===== src/rtl/sym_classifier.sv =====
// sym_classifier: registered symbol classifier with saturating per-class counters
// and a MATCH-run detector. One-deep output register behind a valid/ready handshake.
//
// Ports:
//   clk, resetn                 clock, asynchronous active-low reset
//   in_valid, in_data, in_ready producer side (in_ready = !out_valid | out_ready)
//   out_valid, out_class,
//   out_data, out_ready         consumer side; class 00 ZERO, 01 MATCH, 10 OVER, 11 OTHER
//   hit                         one-cycle pulse with the output of the RUN_LEN-th MATCH
//   cnt_match/zero/over         saturating per-class counts
//   cnt_clr                     synchronous clear of all counters
//
// Build option: define SYM_CLASSIFIER_DISPLAY_EN for simulation-only accept/hit messages.
module sym_classifier #(
  parameter int unsigned WIDTH     = 8,
  parameter int unsigned MATCH_VAL = 32'h01,
  parameter int unsigned THRESH    = 32'h01,
  parameter int unsigned RUN_LEN   = 4,
  parameter int unsigned CNT_W     = 16
) (
  input  logic             clk,
  input  logic             resetn,
  input  logic             in_valid,
  input  logic [WIDTH-1:0] in_data,
  output logic             in_ready,
  output logic             out_valid,
  output logic [1:0]       out_class,
  output logic [WIDTH-1:0] out_data,
  input  logic             out_ready,
  output logic             hit,
  output logic [CNT_W-1:0] cnt_match,
  output logic [CNT_W-1:0] cnt_zero,
  output logic [CNT_W-1:0] cnt_over,
  input  logic             cnt_clr
);

  localparam int unsigned RUN_W = $clog2(RUN_LEN + 1);

  localparam logic [WIDTH-1:0] MATCH_V  = WIDTH'(MATCH_VAL);
  localparam logic [WIDTH-1:0] THRESH_V = WIDTH'(THRESH);
  localparam logic [RUN_W-1:0] RUN_LAST = RUN_W'(RUN_LEN);

  localparam logic [1:0] CLS_ZERO  = 2'b00;
  localparam logic [1:0] CLS_MATCH = 2'b01;
  localparam logic [1:0] CLS_OVER  = 2'b10;
  localparam logic [1:0] CLS_OTHER = 2'b11;

  localparam logic [1:0] S_IDLE = 2'd0;
  localparam logic [1:0] S_RUN  = 2'd1;
  localparam logic [1:0] S_HIT  = 2'd2;

  logic [1:0]       state_q, state_n;
  logic [RUN_W-1:0] run_q, run_n;
  logic             hit_n;
  logic             valid_n;
  logic [1:0]       class_n;
  logic [WIDTH-1:0] data_n;
  logic [CNT_W-1:0] cm_n, cz_n, co_n;
  logic             accept_c;
  logic [1:0]       class_c;
  logic [RUN_W-1:0] run_inc_c;

  function automatic logic [CNT_W-1:0] sat_inc(input logic [CNT_W-1:0] v);
    return (&v) ? v : v + CNT_W'(1);
  endfunction

  // Output register frees up whenever it is empty or being drained this cycle.
  assign in_ready  = !out_valid | out_ready;
  assign accept_c  = in_valid & in_ready;
  assign run_inc_c = run_q + RUN_W'(1);

  // Priority classification; MATCH wins over ZERO when MATCH_VAL is zero.
  always_comb begin
    class_c = CLS_OTHER;
    if (in_data == MATCH_V)       class_c = CLS_MATCH;
    else if (in_data == '0)       class_c = CLS_ZERO;
    else if (in_data > THRESH_V)  class_c = CLS_OVER;
  end

  // State and output registers.
  always_ff @(posedge clk or negedge resetn) begin
    if (!resetn) begin
      state_q   <= S_IDLE;
      run_q     <= '0;
      hit       <= 1'b0;
      out_valid <= 1'b0;
      out_class <= CLS_ZERO;
      out_data  <= '0;
      cnt_match <= '0;
      cnt_zero  <= '0;
      cnt_over  <= '0;
    end else begin
      state_q   <= state_n;
      run_q     <= run_n;
      hit       <= hit_n;
      out_valid <= valid_n;
      out_class <= class_n;
      out_data  <= data_n;
      cnt_match <= cm_n;
      cnt_zero  <= cz_n;
      cnt_over  <= co_n;
    end
  end

  // Next-state, output and counter logic.
  always_comb begin
    state_n = state_q;
    run_n   = run_q;
    hit_n   = 1'b0;
    valid_n = out_valid;
    class_n = out_class;
    data_n  = out_data;
    cm_n    = cnt_match;
    cz_n    = cnt_zero;
    co_n    = cnt_over;

    if (accept_c) begin
      valid_n = 1'b1;
      class_n = class_c;
      data_n  = in_data;
    end else if (out_ready) begin
      valid_n = 1'b0;
    end

    // Clear first so a simultaneous accept still lands as a count of one.
    if (cnt_clr) begin
      cm_n = '0;
      cz_n = '0;
      co_n = '0;
    end
    if (accept_c) begin
      case (class_c)
        CLS_MATCH: cm_n = sat_inc(cm_n);
        CLS_ZERO:  cz_n = sat_inc(cz_n);
        CLS_OVER:  co_n = sat_inc(co_n);
        default:   ;
      endcase
    end

    // HIT lasts one state-cycle and treats a new accept like IDLE.
    case (state_q)
      S_IDLE, S_HIT: begin
        if (accept_c) begin
          if (class_c == CLS_MATCH) begin
            if (RUN_LEN == 1) begin
              state_n = S_HIT;
              run_n   = '0;
              hit_n   = 1'b1;
            end else begin
              state_n = S_RUN;
              run_n   = RUN_W'(1);
            end
          end else begin
            state_n = S_IDLE;
            run_n   = '0;
          end
        end else if (state_q == S_HIT) begin
          state_n = S_IDLE;
        end
      end
      S_RUN: begin
        if (accept_c) begin
          if (class_c == CLS_MATCH) begin
            if (run_inc_c == RUN_LAST) begin
              state_n = S_HIT;
              run_n   = '0;
              hit_n   = 1'b1;
            end else begin
              run_n = run_inc_c;
            end
          end else begin
            state_n = S_IDLE;
            run_n   = '0;
          end
        end
      end
      default: begin
        state_n = S_IDLE;
        run_n   = '0;
      end
    endcase
  end

`ifdef SYM_CLASSIFIER_DISPLAY_EN
  // Simulation trace of accepted symbols and completed runs.
  always_ff @(posedge clk) begin
    if (resetn && accept_c) begin
      $display("class=%b data=%h", class_c, in_data);
      if (hit_n) $display("hit at run %0d", RUN_LEN);
    end
  end
`else
  // Trace hooks compiled out.
`endif

endmodule


===== config.mk =====
export PLATFORM = sky130hd
export DESIGN_NAME = sym_classifier
export DESIGN_NICKNAME = d
export VERILOG_FILES = /design/src/rtl/sym_classifier.sv
export SDC_FILE = /design/constraint.sdc
export NUM_CORES = 1
export LEC_CHECK = 0
export ABC_AREA = 0
export CORE_MARGIN = 1.5
export CORE_UTILIZATION = 55
export DETAILED_ROUTE_END_ITERATION = 8
export PLACE_DENSITY_LB_ADDON = 0.05
export SYNTH_ARGS = -nofsm -noshare
export SYNTH_HDL_FRONTEND = slang
export SYNTH_SLANG_ARGS = --single-unit
export TNS_END_PERCENT = 50

===== constraint.sdc =====
create_clock -name clk -period 3.6 [get_ports clk]
set_input_delay 0.72 -clock clk [delete_from_list [all_inputs] [get_ports clk]]
set_output_delay 0.72 -clock clk [all_outputs]
set_load 0.1 [all_outputs]

Word-level counts from Yosys, hierarchy flattened
Cells that the tools add are included.
{ "word_totals": {"register_bits": 65, "input_bits": 13, "output_inout_bits": 61, "wordCells": 71} }
{ "op_classes": {"add_sub_neg": 4, "magnitude_cmp": 1, "n_eq_ne": 10, "muxes": 34, "bitwise_logic": 2, "reduce_logical": 11} }
{ "ops": {"columns": ["op", "n"], "rows": [
  ["2-to-1 mux 16 bit", 12],
  ["adder 16 x 1 -> 16 bit, second input constant", 3],
  ["AND reduction 16 bit", 3],
  ["2-to-1 mux 2 bit", 7],
  ["2-to-1 mux 3 bit", 4],
  ["2-to-1 mux 1 bit", 9],
  ["== test 8 x 1 -> 1 bit, second input constant", 1],
  ["greater-than comparator 8 x 1 -> 1 bit, second input constant", 1],
  ["logical NOT 8 bit", 1],
  ["inequality test 3 bit, second input constant", 2],
  ["case mux 3 bit (2 select lines)", 1],
  ["== test 2 x 1 -> 1 bit, second input constant", 2],
  ["== test 2 bit, second input constant", 2],
  ["logical NOT 2 bit", 2],
  ["inequality test 2 bit, second input constant", 2],
  ["case mux 2 bit (2 select lines)", 1],
  ["adder 3 x 1 -> 3 bit, second input constant", 1],
  ["== test 3 bit, second input constant", 1],
  ["AND reduction 3 bit", 1],
  ["AND reduction 2 bit", 1],
  ["nonzero test 2 bit", 1],
  ["OR reduction 2 bit", 1],
  ["AND 1 bit", 1],
  ["logical NOT 1 bit", 1],
  ["bitwise OR 1 bit", 1]
]} }

Logic depth before layout (Yosys ltp)
Gate-level depths: netlist of the first run.
{ "logic_depth": {"depth_word": 8, "depth_mapped": 10, "depth_no_buf": 7} }

Worst setup path after synthesis of the first run
OpenSTA, ideal clock, no wires.
{ "synth_path": {"kind": "input to register", "from": "input cnt_clr", "to": "register cnt_zero[1]", "setup_ps": 125, "arrival_ps": 2973, "required_ps": 3475, "slack_ps": 502, "cell_stages": 9, "path_cell_list": "clkbuf_1 clkbuf_1 nor2b_1 ha_1 nand3b_1 or4_1 o211ai_1 buf_2 mux2_2"} }
{ "synth_via": {"elab_chain_cells": 5} }
{ "synth_lines": {"columns": ["item", "line", "text"], "rows": [
  ["start, declared", "34", "input logic cnt_clr"],
  ["2-to-1 mux 16 bit (*)", "126", "if (cnt_clr) begin"],
  ["adder 16 x 1 -> 16 bit or AND reduction 16 bit (tied branches)", "64", "return (&v) ? v : v + CNT_W'(1);"],
  ["2-to-1 mux 16 bit", "64", null],
  ["2-to-1 mux 16 bit", "132", "case (class_c)"],
  ["2-to-1 mux 16 bit (*)", "131", "if (accept_c) begin"],
  ["via cz_n[1]", "58", "logic [CNT_W-1:0] cm_n, cz_n, co_n;"],
  ["end signal, assigned", "100", "cnt_zero <= cz_n;"],
  ["end, declared", "32", "output logic [CNT_W-1:0] cnt_zero,"]
]} }
Mark *: on every way through the listed nets, which the timed path passes. The rest lies on a longest branch.
A chain may end at the register's enable or synchronous reset.

Worst setup path after layout of the first run
{ "layout_path": {"from": "input in_data[3]", "to": "register cnt_zero[15]"} }
{ "layout_via": {"elab_chain_cells": 7} }
{ "layout_lines": {"columns": ["item", "line", "text"], "rows": [
  ["start, declared", "24", "input logic [WIDTH-1:0] in_data,"],
  ["greater-than comparator 8 x 1 -> 1 bit", "77", "else if (in_data > THRESH_V) class_c = CLS_OVER;"],
  ["2-to-1 mux 1 bit", "77", null],
  ["2-to-1 mux 2 bit", "76", "else if (in_data == '0) class_c = CLS_ZERO;"],
  ["2-to-1 mux 2 bit (*)", "75", "if (in_data == MATCH_V) class_c = CLS_MATCH;"],
  ["logical NOT 2 bit (*)", "132", null],
  ["2-to-1 mux 16 bit (*)", "132", null],
  ["2-to-1 mux 16 bit (*)", "131", null],
  ["via cz_n[15]", "58", null]
]} }
Marks and branches as above.

==> flow_metrics.tcl, run 1 <==
set metrics [dict create \
    run_status "finished, final reports clean" \
    yosysTopAreaCell "dfrtp_1" \
    syn_nets 362 \
    cts-root-buf "clkbuf_8" \
    ctsResizeCount 0 \
    powerDensity_mw_per_mm2 364 \
    final_common_cell "clkdlybuf4s50_1" \
    dpl_cell_area_sq_mm 0.00425 \
    numClockSinks 65 \
    grt_pass1_vias 2647 \
    ir_worst_vdd_uv 312 \
    p_leak_uw 0.00177 \
    p_int_uw 1120 \
    worstMarginPinSlew_ns 0.985 \
    ys_seq_area_frac 0.474 \
    area_delta_synth_final_pct 29.1 \
    track_usage 0.244 \
    std_cell_rows 28 \
    core_sq_mm 0.00596 \
    clockPowerShare 0.357 \
    reg2reg_slack_ns 1.17 \
    yosysWarnings 0 \
    p_seq_frac 0.470 \
    critical_path_buf_inv_count 1 \
    critPathTopFamily "simple AND/OR/NAND/NOR gates" \
    cts_buffers 9 \
    final_nets 442 \
    initial_core_util 0.576 \
    fin_crit_sh 0.767 \
    slew_headroom 0.341 \
    cts_hold_buf 0 \
    wirelength_mm 7.74 \
    skew_ns 0.00698 \
    synth_cell_type_count 50 \
    dieArea_sq_mm 0.00672 \
    placed_cells 488 \
    routed_via_density 5.73 \
    power_frac_comb 0.173 \
    num_vias 2883 \
    final_cells 503 \
    grt_max_degree 48 \
    place.port_buffers 73 \
    synth_area_sq_mm 0.00343 \
    drt_pre_antenna_iters 4 \
    worstSetupPathType "input pin to flop" \
    crit_chain "clkdlybuf4s50_1, nor4_4, and2_0, o2111ai_1, or4_1, mux2i_1" \
    cts.clk_slew.worst_paths_ns 0.07 \
    setup_violations 0 \
    p_sw_uw 494 \
    synthFlopType "dfrtp_1" \
    post_cts_buffers 0 \
    maxCapViolations 0 \
    fin_crit_ns 2.76 \
    ys_async_sr_fraction 1.00 \
    hold_path_class "input pin to async pin" \
    crit_fanout 6 \
    startpoint_type "input pin" \
    drt_iter0_markers 222 \
    p_total_uw 1610 \
    num_antenna_cells 0 \
    slew_viol_final 0 \
    final_cell_area_sq_mm 0.00443 \
    ys_ff_latch 65 \
    fin_tns_setup_ns 0 \
    fp.dieW_um 82.0 \
    drc 0 \
    synth_edf_count 0 \
    post_drt_wl_per_cell_um 15.4 \
    drtAntennaViolNets 0 \
    fmax_mhz 362 \
    ioPinCount 74 \
    slowest_stage "nor4_4" \
    mostFrequentLayoutCells "clkdlybuf4s50_1, dfrtp_1, nor2_1" \
    htreeDepth 3 \
    end_kind "flop" \
    cp.arrival_ns 2.98 \
    avgSynthCellArea_sq_um 9.97 \
    rsz0062_at_grt "no" \
    die_h_um 82.0 \
    fillers 461 \
    gp_congestion 0.820 \
    cts_buffer_depth 2 \
    clock_latency_ns 0.34 \
    required_ns 3.82 \
    swShare 0.307 \
    dp_hpwl_mm 5.46 \
    grt_pass1_wl_mm 12.5 \
    antenna_found_initial 0 \
    tritoncts "yes" \
    yosysTopAreaCellShare 0.474 \
    grt.overflow.total 0 \
    syn-instance-count 344 \
    critPathMaxStageDelay_ns 0.49 \
    hold_violations 0 \
    drive_gt1_frac 0.112 \
    ys_top_cells_by_area "dfrtp_1, mux2_2, xnor2_1" \
]
==> logic make-up after synthesis <==
group / Yosys count / synth area share
simple gates: 161 / 0.271
buf+inv: 20 / 0.0226
xor+xnor: 23 / 0.0588
mux: 18 / 0.0584
compound gates: 52 / 0.0964
fa+ha+maj: 5 / 0.0182
flops: 65 / 0.474
==> Yosys cell counts, types with 2 or more instances <==
master,n
a211oi_1,3
a21o_1,2
a21oi_1,20
a31o_2,3
and2_1,2
and3_1,7
and4_1,2
buf_2,2
clkbuf_1,7
dfrtp_1,65
ha_1,5
inv_1,10
mux2_2,16
mux2i_1,2
nand2_1,23
nand2b_1,10
nand3_1,19
nand3b_1,6
nand4_1,11
nor2_1,25
nor2b_1,20
nor3_1,6
nor4_1,4
nor4b_1,2
o2111a_1,2
o21a_1,2
o21ai_0,10
o31ai_1,2
or3_1,11
or4_1,4
xnor2_1,19
xor2_1,4
==> state kept, by name, indices dropped and copies added (netlist names) <==
| name | count |
|---|---|
| run_q | 3 |
| out_class | 2 |
| cnt_match | 16 |
| out_data | 8 |
| cnt_zero | 16 |
| out_valid | 1 |
| cnt_over | 16 |
| hit | 1 |
| state_q | 2 |
==> per-stage QoR <==
step | util | hold slack [ns] | setup WS, ns
finish | 0.743 | 0.306 | 0.840
detailed placement | 0.713 | 0.468 | 0.484
global route | 0.743 | 0.338 | 0.644
floorplan | - | 0.424 | 0.502
CTS | 0.743 | 0.314 | 0.831
global placement | 0.713 | 0.460 | 0.524
==> per-layer routing <==
layer / track usage / vias to the layer above / part of all wire
met5: 0 / - / 0
met4: 0.102 / 0 / 0.013
met3: 0.0333 / 8 / 0.048
met2: 0.397 / 76 / 0.48
met1: 0.328 / 1400 / 0.46
li1: - / 1399 / -
==> final timing paths <==
| path | endpoint | depth (start not counted) | start |
|---|---|---|---|
| worst max-delay path | cnt_zero[15] | 6 | in_data[3] |
| worst min register to register | out_class[1] | 1 | out_class[1] |
| worst min-delay path | cnt_match[15] | 1 | resetn |
| worst max register to register | cnt_zero[9] | 7 | cnt_zero[0] |
| max in group asynchronous | cnt_zero[10] | 2 | resetn |
| min in group clk | out_class[1] | 1 | out_class[1] |
==> area by class of cell <==
class / instances / area [sq um] / share of cell area
multi-input combinational: 259 / 1720 / 0.390
sequential: 65 / 1630 / 0.368
timing repair buffer: 79 / 763 / 0.172
clock buffer: 12 / 165 / 0.0373
tap: 75 / 93.8 / 0.0212
inverter: 10 / 37.5 / 0.00848
clock inverter: 3 / 15.0 / 0.00339
==> power groups by stage <==
stage	logic, uW	clock network (uW)	registers (uW)
floorplan	53.5	0	911
global placement	276	0	771
detailed placement	280	0	772
CTS	280	579	758
global route	291	609	760
finish	278	576	758
==> worst register-to-register path, cell delays in order, from the launching register on <==
cell and delay [ns]:
dfrtp_1 0.38, nor2b_1 0.22, ha_1 0.24, nand3b_1 0.10, or4_1 0.58, o2111ai_1 0.42
nor3_1 0.10, mux2_2 0.29
No activity file was read; power rests on OpenSTA's default activity.
==> inputs of run 2 (changes only) <==
--- a/config.mk
+++ b/config.mk
@@ -7,7 +7,7 @@
 export LEC_CHECK = 0
 export ABC_AREA = 0
 export CORE_MARGIN = 1.5
-export CORE_UTILIZATION = 55
+export CORE_UTILIZATION = 46
 export DETAILED_ROUTE_END_ITERATION = 8
 export PLACE_DENSITY_LB_ADDON = 0.05
 export SYNTH_ARGS = -nofsm -noshare
==> constraint.sdc (replaced) <==
create_clock -name clk -period 2.25 [get_ports clk]
set_input_delay 0.45 -clock clk [delete_from_list [all_inputs] [get_ports clk]]
set_output_delay 0.45 -clock clk [all_outputs]
set_load 0.1 [all_outputs]
==> flow_metrics.tcl, run 2 (same netlist as run 1, synthesis figures left out) <==
set metrics [dict create \
    numClockSinks 65 \
    cts_buffers 9 \
    drive_gt1_frac 0.402 \
    ioPinCount 74 \
    std_cell_rows 31 \
    post_cts_buffers 0 \
    drt_pre_antenna_iters 4 \
    fillers 608 \
    dp_worst_setup_slack_ns -0.280 \
    grt_pass1_vias 2781 \
    rsz0062_at_grt "yes" \
    fin_crit_sh 0.969 \
    mostFrequentLayoutCells "buf_4, dfrtp_1, dfrtp_2" \
    r2r_end "cnt_zero[10]" \
    setup_violations 0 \
    placed_cells 558 \
    post_drt_wl_per_cell_um 13.7 \
    worstMarginPinSlew_ns 0.354 \
    slew_viol_final 0 \
    end_kind "flop" \
    place.port_buffers 73 \
    fp.dieW_um 89.3 \
    fmax_mhz 459 \
    regArea_sq_mm 0.00167 \
    drtAntennaViolNets 0 \
    maxCapViolations 0 \
    drt_iter0_markers 119 \
    ir_worst_vdd_uv 453 \
    cts_buffer_depth 2 \
    cp.arrival_ns 2.43 \
    tritoncts "yes" \
    cts-root-buf "clkbuf_8" \
    htreeDepth 3 \
    cts.clk_slew.worst_paths_ns 0.07 \
    powerDensity_mw_per_mm2 531 \
    gp_congestion 0.828 \
    r2r_cells 8 \
    layout_setup_ws_ns 0.0708 \
    skew_ns 0.00785 \
    initial_core_util 0.475 \
    crit_fanout 4 \
    num_vias 3039 \
    hold_violations 0 \
    multi_input_area_sq_mm 0.00181 \
    reg2reg_slack_ns 0.13 \
    die_h_um 89.3 \
    dieArea_sq_mm 0.00798 \
    required_ns 2.50 \
    antenna_found_initial 0 \
    worstSetupPathType "input pin to flop" \
    final_common_cell "buf_4" \
    hold_path_class "input pin to async pin" \
    startpoint_type "input pin" \
    num_antenna_cells 0 \
    grt_pass1_wl_mm 12.7 \
    clock_latency_ns 0.33 \
    crit_start "in_data[3]" \
    reg.largest.list "cnt_match x16, cnt_over x16, cnt_zero x16" \
    grt.overflow.total 0 \
    p_leak_uw 0.00208 \
    r2r-start "cnt_zero[1]" \
    final_util 0.666 \
    area_delta_synth_final_pct 40.1 \
    final_cells 574 \
    track_usage 0.206 \
    fin_crit_ns 2.18 \
    slew_headroom 0.764 \
    run_status "finished, final reports clean" \
    routed_via_density 5.29 \
    cts_hold_buf 0 \
    wirelength_mm 7.88 \
    dp_hpwl_mm 5.86 \
    core_sq_mm 0.00721 \
    drc 0 \
    final_nets 488 \
    grt_max_degree 66 \
    ctsResizeCount 0 \
]
[run 2: routing by layer]
layer / global-route usage / share of wire / vias to the layer above
li1: - / - / 1487
met1: 0.280 / 0.47 / 1481
met2: 0.326 / 0.47 / 62
met3: 0.0397 / 0.041 / 9
met4: 0.0797 / 0.014 / 0
met5: 0 / 0 / -
[run 2: worst max-delay path: stages]
cell	delay, ns
clkdlybuf4s50_1	0.46
nor4_4	0.31
buf_4	0.19
nand4_4	0.11
a211o_1	0.30
or4_1	0.48
a21oi_1	0.14
[run 2: worst max path at each step]
stage / endpoint / slack, ns
2_1_floorplan: cnt_zero[10] / -0.20
3_3_place_gp: cnt_zero[11] / -0.25
3_5_place_dp: cnt_match[13] / -0.28
4_1_cts: cnt_zero[13] / 0.05
5_1_grt: cnt_match[13] / -0.008
6_report: cnt_match[13] / 0.07
[run 2: power breakdown]
group / internal [uW] / switching (uW) / leakage (uW) / total (uW)
sequential: 1200 / 15.8 / 0.000832 / 1210
clock: 432 / 424 / 0.0000817 / 856
combinational: 136 / 344 / 0.00117 / 480
[run 2: area by class of cell]
class,instances,share of cell area
repair buffers,125,0.207
flip-flops and latches,65,0.349
well taps,99,0.0258
inverters,10,0.00860
clock inverters,1,0.00104
multi-input cells,259,0.376
clock buffers,15,0.0326
[run 2: per-stage QoR]
stage / TNS (ns) / instance area [sq um] / total power [uW] / hold WS (ns)
3_5_place_dp: -5.12 / 4630 / 1720 / 0.475
4_1_cts: 0 / 4790 / 2570 / 0.145
2_1_floorplan: -2.15 / 3600 / 1560 / 0.154
5_1_grt: -0.0115 / 4800 / 2640 / 0.179
3_3_place_gp: -4.18 / 4630 / 1720 / 0.464
6_report: 0 / 4800 / 2550 / 0.128
==> inputs of run 3 (changes only) <==
--- a/config.mk
+++ b/config.mk
@@ -7,7 +7,9 @@
 export LEC_CHECK = 0
 export ABC_AREA = 0
 export CORE_MARGIN = 1.5
-export CORE_UTILIZATION = 46
+export CORE_UTILIZATION = 48
+export CTS_BUF_LIST = sky130_fd_sc_hd__clkbuf_8
+export CTS_CLUSTER_SIZE = 40
 export DETAILED_ROUTE_END_ITERATION = 8
 export PLACE_DENSITY_LB_ADDON = 0.05
 export SYNTH_ARGS = -nofsm -noshare
==> flow_metrics.tcl, run 3 (same netlist as run 1, synthesis figures left out) <==
set metrics [dict create \
    fillers 564 \
    hold_ws_ns 0.0403 \
    maxCapViolations 0 \
    num_antenna_cells 0 \
    clockPowerShare 0.330 \
    met1_length_mm 3.69 \
    gp_congestion 0.845 \
    grt_max_degree 49 \
    multi_input_area_sq_mm 0.00182 \
    required_ns 2.47 \
    crit_fanout 12 \
    drtAntennaViolNets 0 \
    cts-root-buf "clkbuf_8" \
    grt_pass1_vias 2969 \
    slew_viol_final 0 \
    p_seq_frac 0.480 \
    highest_layer "met4" \
    reg2reg_slack_ns 0.07 \
    final_common_cell "buf_4" \
    slew_headroom 0.719 \
    p_total_uw 2530 \
    run_status "finished, final reports clean" \
    startpoint_type "flop" \
    worstSetupPathType "flop to flop" \
    p_int_uw 1740 \
    drive_gt1_frac 0.404 \
    grt_pass1_wl_mm 13.7 \
    htreeDepth 3 \
    die_h_um 87.5 \
    grt.overflow.total 0 \
    drt_iter0_markers 91 \
    hold_violations 0 \
    post_drt_wl_per_cell_um 14.6 \
    tritoncts "yes" \
    fmax_mhz 459 \
    numClockSinks 65 \
    swShare 0.313 \
    regArea_sq_mm 0.00167 \
    end_kind "flop" \
    ir_worst_vdd_uv 457 \
    ioPinCount 74 \
    worstMarginPinSlew_ns 0.422 \
    p_leak_uw 0.00214 \
    dr_wl_met2_mm 4.19 \
    setup_violations 0 \
    antenna_found_initial 0 \
    final_nets 488 \
    dieArea_sq_mm 0.00766 \
    rsz0062_at_grt "yes" \
    fp.dieW_um 87.5 \
    area_delta_synth_final_pct 40.3 \
    fin_crit_sh 0.968 \
    core_sq_mm 0.00683 \
    track_usage 0.228 \
    final_util 0.704 \
    std_cell_rows 30 \
    cts_buffer_depth 2 \
    hold_path_class "input pin to async pin" \
    powerDensity_mw_per_mm2 526 \
    cts_buffers 9 \
    drt_pre_antenna_iters 4 \
    cts_hold_buf 0 \
    cp.arrival_ns 2.39 \
    clock_latency_ns 0.34 \
    initial_core_util 0.502 \
    wirelength_mm 8.31 \
    p_sw_uw 792 \
    dp_hpwl_mm 6.13 \
    num_vias 3086 \
    cts.clk_slew.worst_paths_ns 0.07 \
    post_cts_buffers 0 \
    fin_crit_ns 2.18 \
    power_frac_comb 0.189 \
    place.port_buffers 73 \
    mostFrequentLayoutCells "buf_4, dfrtp_1, dfrtp_2" \
    drc 0 \
    wl_met3_um 306 \
    routed_via_density 5.40 \
    skew_ns 0.00937 \
    reg.largest.list "cnt_match x16, cnt_over x16, cnt_zero x16" \
]
[run 3: changes by cell type in the layout (fill, tap and decap cells not counted), moves of 4 or more]
cell and change:
clkbuf_1 -5, clkdlybuf4s50_1 -4, dlymetal6s2s_1 +4, inv_1 +5
[run 3: cell type report]
type	instances	share of cell area
multi-input combinational	259	0.378
tap	96	0.0250
clock buffer	10	0.0286
sequential	65	0.348
clock inverter	6	0.00494
inverter	10	0.00858
timing repair buffer	125	0.207
[run 3: path summary, 6_finish.rpt]
path                             start            end  depth (start not counted)
min                             resetn  cnt_match[13]                          1
min in group clk            in_data[6]    out_data[6]                          2
max reg2reg                cnt_zero[1]    cnt_zero[1]                          8
max in group asynchronous       resetn    cnt_zero[0]                          2
max                        cnt_zero[1]    cnt_zero[1]                          8
min reg2reg                 state_q[1]       run_q[1]                          1
[run 3: worst max-delay path, cell delays in order (launching register included)]
cell and delay, ns:
dfrtp_4 0.40, nor2b_4 0.17, ha_4 0.14, nand3b_1 0.09
or4_4 0.45, o211ai_1 0.19, buf_4 0.22, buf_6 0.11
mux2_4 0.28
[run 3: layer usage]
| metal | track usage | vias up |
|---|---|---|
| li1 | - | 1494 |
| met1 | 0.301 | 1519 |
| met2 | 0.367 | 63 |
| met3 | 0.0427 | 10 |
| met4 | 0.101 | 0 |
| met5 | 0 | - |
[run 3: repair_timing]
action / in CTS / in global routing
gates cloned: 0 / 0
endpoints found under the setup margin: 1 / 10
pin swaps: 0 / 3
resized for setup: 1 / 9
[run 3: stage by stage]
step	setup slack, ns	cells	TNS (ns)	area [sq um]
3_3_place_gp	-0.264	555	-4.89	4610
5_1_grt	-0.0542	571	-0.108	4810
3_5_place_dp	-0.361	555	-6.28	4610
6_report	0.0728	571	0	4810
2_1_floorplan	-0.201	344	-2.15	3600
4_1_cts	0.0466	571	0	4780
[run 3: power groups by stage]
stage | Clock [uW] | Combinational, uW | Sequential, uW
detailed placement | 0 | 480 | 1240
floorplan | 0 | 100 | 1460
global route | 903 | 499 | 1220
finish | 836 | 479 | 1220
CTS | 850 | 482 | 1220
global placement | 0 | 476 | 1240
==> variant, RTL diff (config.mk and constraints of run 3) <==
Set the parameter `WIDTH` to 10 (it was 8).
--- a/src/rtl/sym_classifier.sv
+++ b/src/rtl/sym_classifier.sv
@@ -14,3 +14,3 @@
 module sym_classifier #(
-  parameter int unsigned WIDTH     = 8,
+  parameter int unsigned WIDTH     = 10,
   parameter int unsigned MATCH_VAL = 32'h01,
Ports: changed (resized in_data and out_data); port bits go from 74 to 78. No check against the original RTL was run, so the function may have changed too.
==> variant against run 3 <==
  * Sequential cell count rose by 2
  * Clock power grew 17%
  * Power rose by 9.2%
  * Synthesized area is 2.2% higher
  * Utilization increased by 3.2 points
  * Non-clock buffer count increased by 24
  * Worst setup slack lost 0.043 ns
  * Cell area is 6.3% higher
  * Routed wire length grew 7.8%
  * Synthesized cell count grew 2.9%
==> variant: results (changes against run 3) <==
Layout
  – Sequential cells: 67 (+3.1%)
  – Clk cell area share: 3.64% (+0.29 points)
  – Fraction of area in registers: 33.9% (-0.94 points)
  – Non-clk buf share: 22.9% (+2.2 points)
  – Invs w/o clock: 7 (-3)
  – Sequential Area: 0.00173 mm² (+3.4%)
  – Layout cell share with drive strength beyond 1: 45.2% (+4.7 points)
  – Fin nets: 523 (+7.2%)
  – Fraction of area in multi-input gates: 36.7% (-1.1 points)
  – Buffers, non-clock: 149 (+19%)
  – # fillers: 533 (-5.5%)

Clock network
  – Clock-pin slew on the worst setup and hold paths: 0.09 ns (+0.02 ns)
  – CTS max path bufs: 2 (unchanged)
  – Post-CTS resize count: 33 (+32)
  – Post-CTS Setup Repair Bufs: 5 (+5)
  – Hold Buf Count CTS: 0 (unchanged)

Yosys
  – Main area contributors after synthesis: dfrtp_1 (48%), mux2_2 (4.2%), xnor2_1 (4.0%), a21oi_1 (3.1%), nand2_1 (2.9%)
  – Post-synth top cells: dfrtp_1 (67), nand2_1 (27), a21oi_1 (22), nor2_1 (21), nand3_1 (20)
  – Distinct cells, synth: 44 (-12%)
  – Mapped Nets: 375 (+3.6%)
  – Post-synthesis sequential area ratio: 47.8% (+0.39 points)

Power and ir drop
  – Clock share of power: 35.3% (+2.3 points)
  – Sw frac: 31.9% (+0.61 points)
  – Seq pwr: 1.26 mW (+3%)
  – Lkg Pwr: 2.23 nW (+4.0%)
  – Tot Pwr: 2.76 mW (+9.2%)
  – Max VDD drop: 0.421 mV (-8.0%)

Critical path
  – CP max FO: 5 (-7)
  – Critical Path Source: in_data[1]
  – Slowest CP cell: a2111o_1
  – Critical Path AT: 2.49 ns (+0.10 ns)

Placement
  – Dpl ws: -0.712 ns (-0.352 ns)
  – HPWL after DPL: 6.36 mm (+3.7%)
  – Placed Cells: 580 (+4.5%)
  – Cell Area, Placed: 0.00481 mm² (+4.2%)
  – Gpl congestion: 0.850 (+0.65%)
  – Port Buffer Count: 77 (+5.5%)

Route
  – Post-Route WL: 8.96 mm (+7.8%)
  – M1 WL: 4.08 mm (+11%)
  – Iteration-0 DRC Markers: 106 (+16%)
  – Routed wl met2: 4.48 mm (+6.9%)
  – Wirelength per Cell: 14.9 µm (+2.1%)
  – Routed length on met3: 318 µm (+3.9%)
  – Drt via density: 5.45 (+0.92%)

Global routing
  – GRT met3 Usage: 4.85% (+0.59 points)
  – Met2 usage: 39.6% (+2.9 points)
  – Largest net degree at the start of global routing: 68 (+39%)
  – Number of global-route vias before repair: 3251 (+9.5%)
  – GR Util met1: 31.9% (+1.8 points)
  – First-pass GRT wire length: 14.9 mm (+8.6%)

STA
  – Post-Route Skew: 0.0138 ns (+0.00447 ns)
  – Worst slew margin: 75.8% (+4.0 points)

Run status
  – Status: finished, final reports clean
-- variant: worst paths after layout --
check / endpoint / slack, ns
worst max-delay path: cnt_zero[4]$_DFF_PN0_ / 0.03
worst min-delay path: cnt_zero[5]$_DFF_PN0_ / 0.11
worst max register to register: cnt_zero[4]$_DFF_PN0_ / 0.09
worst min register to register: out_class[0]$_DFFE_PN0P_ / 0.48
max in group asynchronous: out_valid$_DFFE_PN0P_ / 1.80
min in group clk: out_data[5]$_DFFE_PN0P_ / 0.34
-- variant: cell families (layout without fill, tap and decap cells) --
| group | after synthesis | count (layout) | share of synthesized area [%] |
|---|---|---|---|
| and+or+nand+nor | 164 | 164 | 26.6 |
| adders and majority gates | 6 | 6 | 2.14 |
| xor gates and xnor gates | 20 | 20 | 5.00 |
| AOI/OAI and AO/OA | 63 | 64 | 11.9 |
| muxes | 14 | 14 | 4.46 |
| buffers and inverters | 20 | 172 | 2.14 |
| DFF | 67 | 67 | 47.8 |
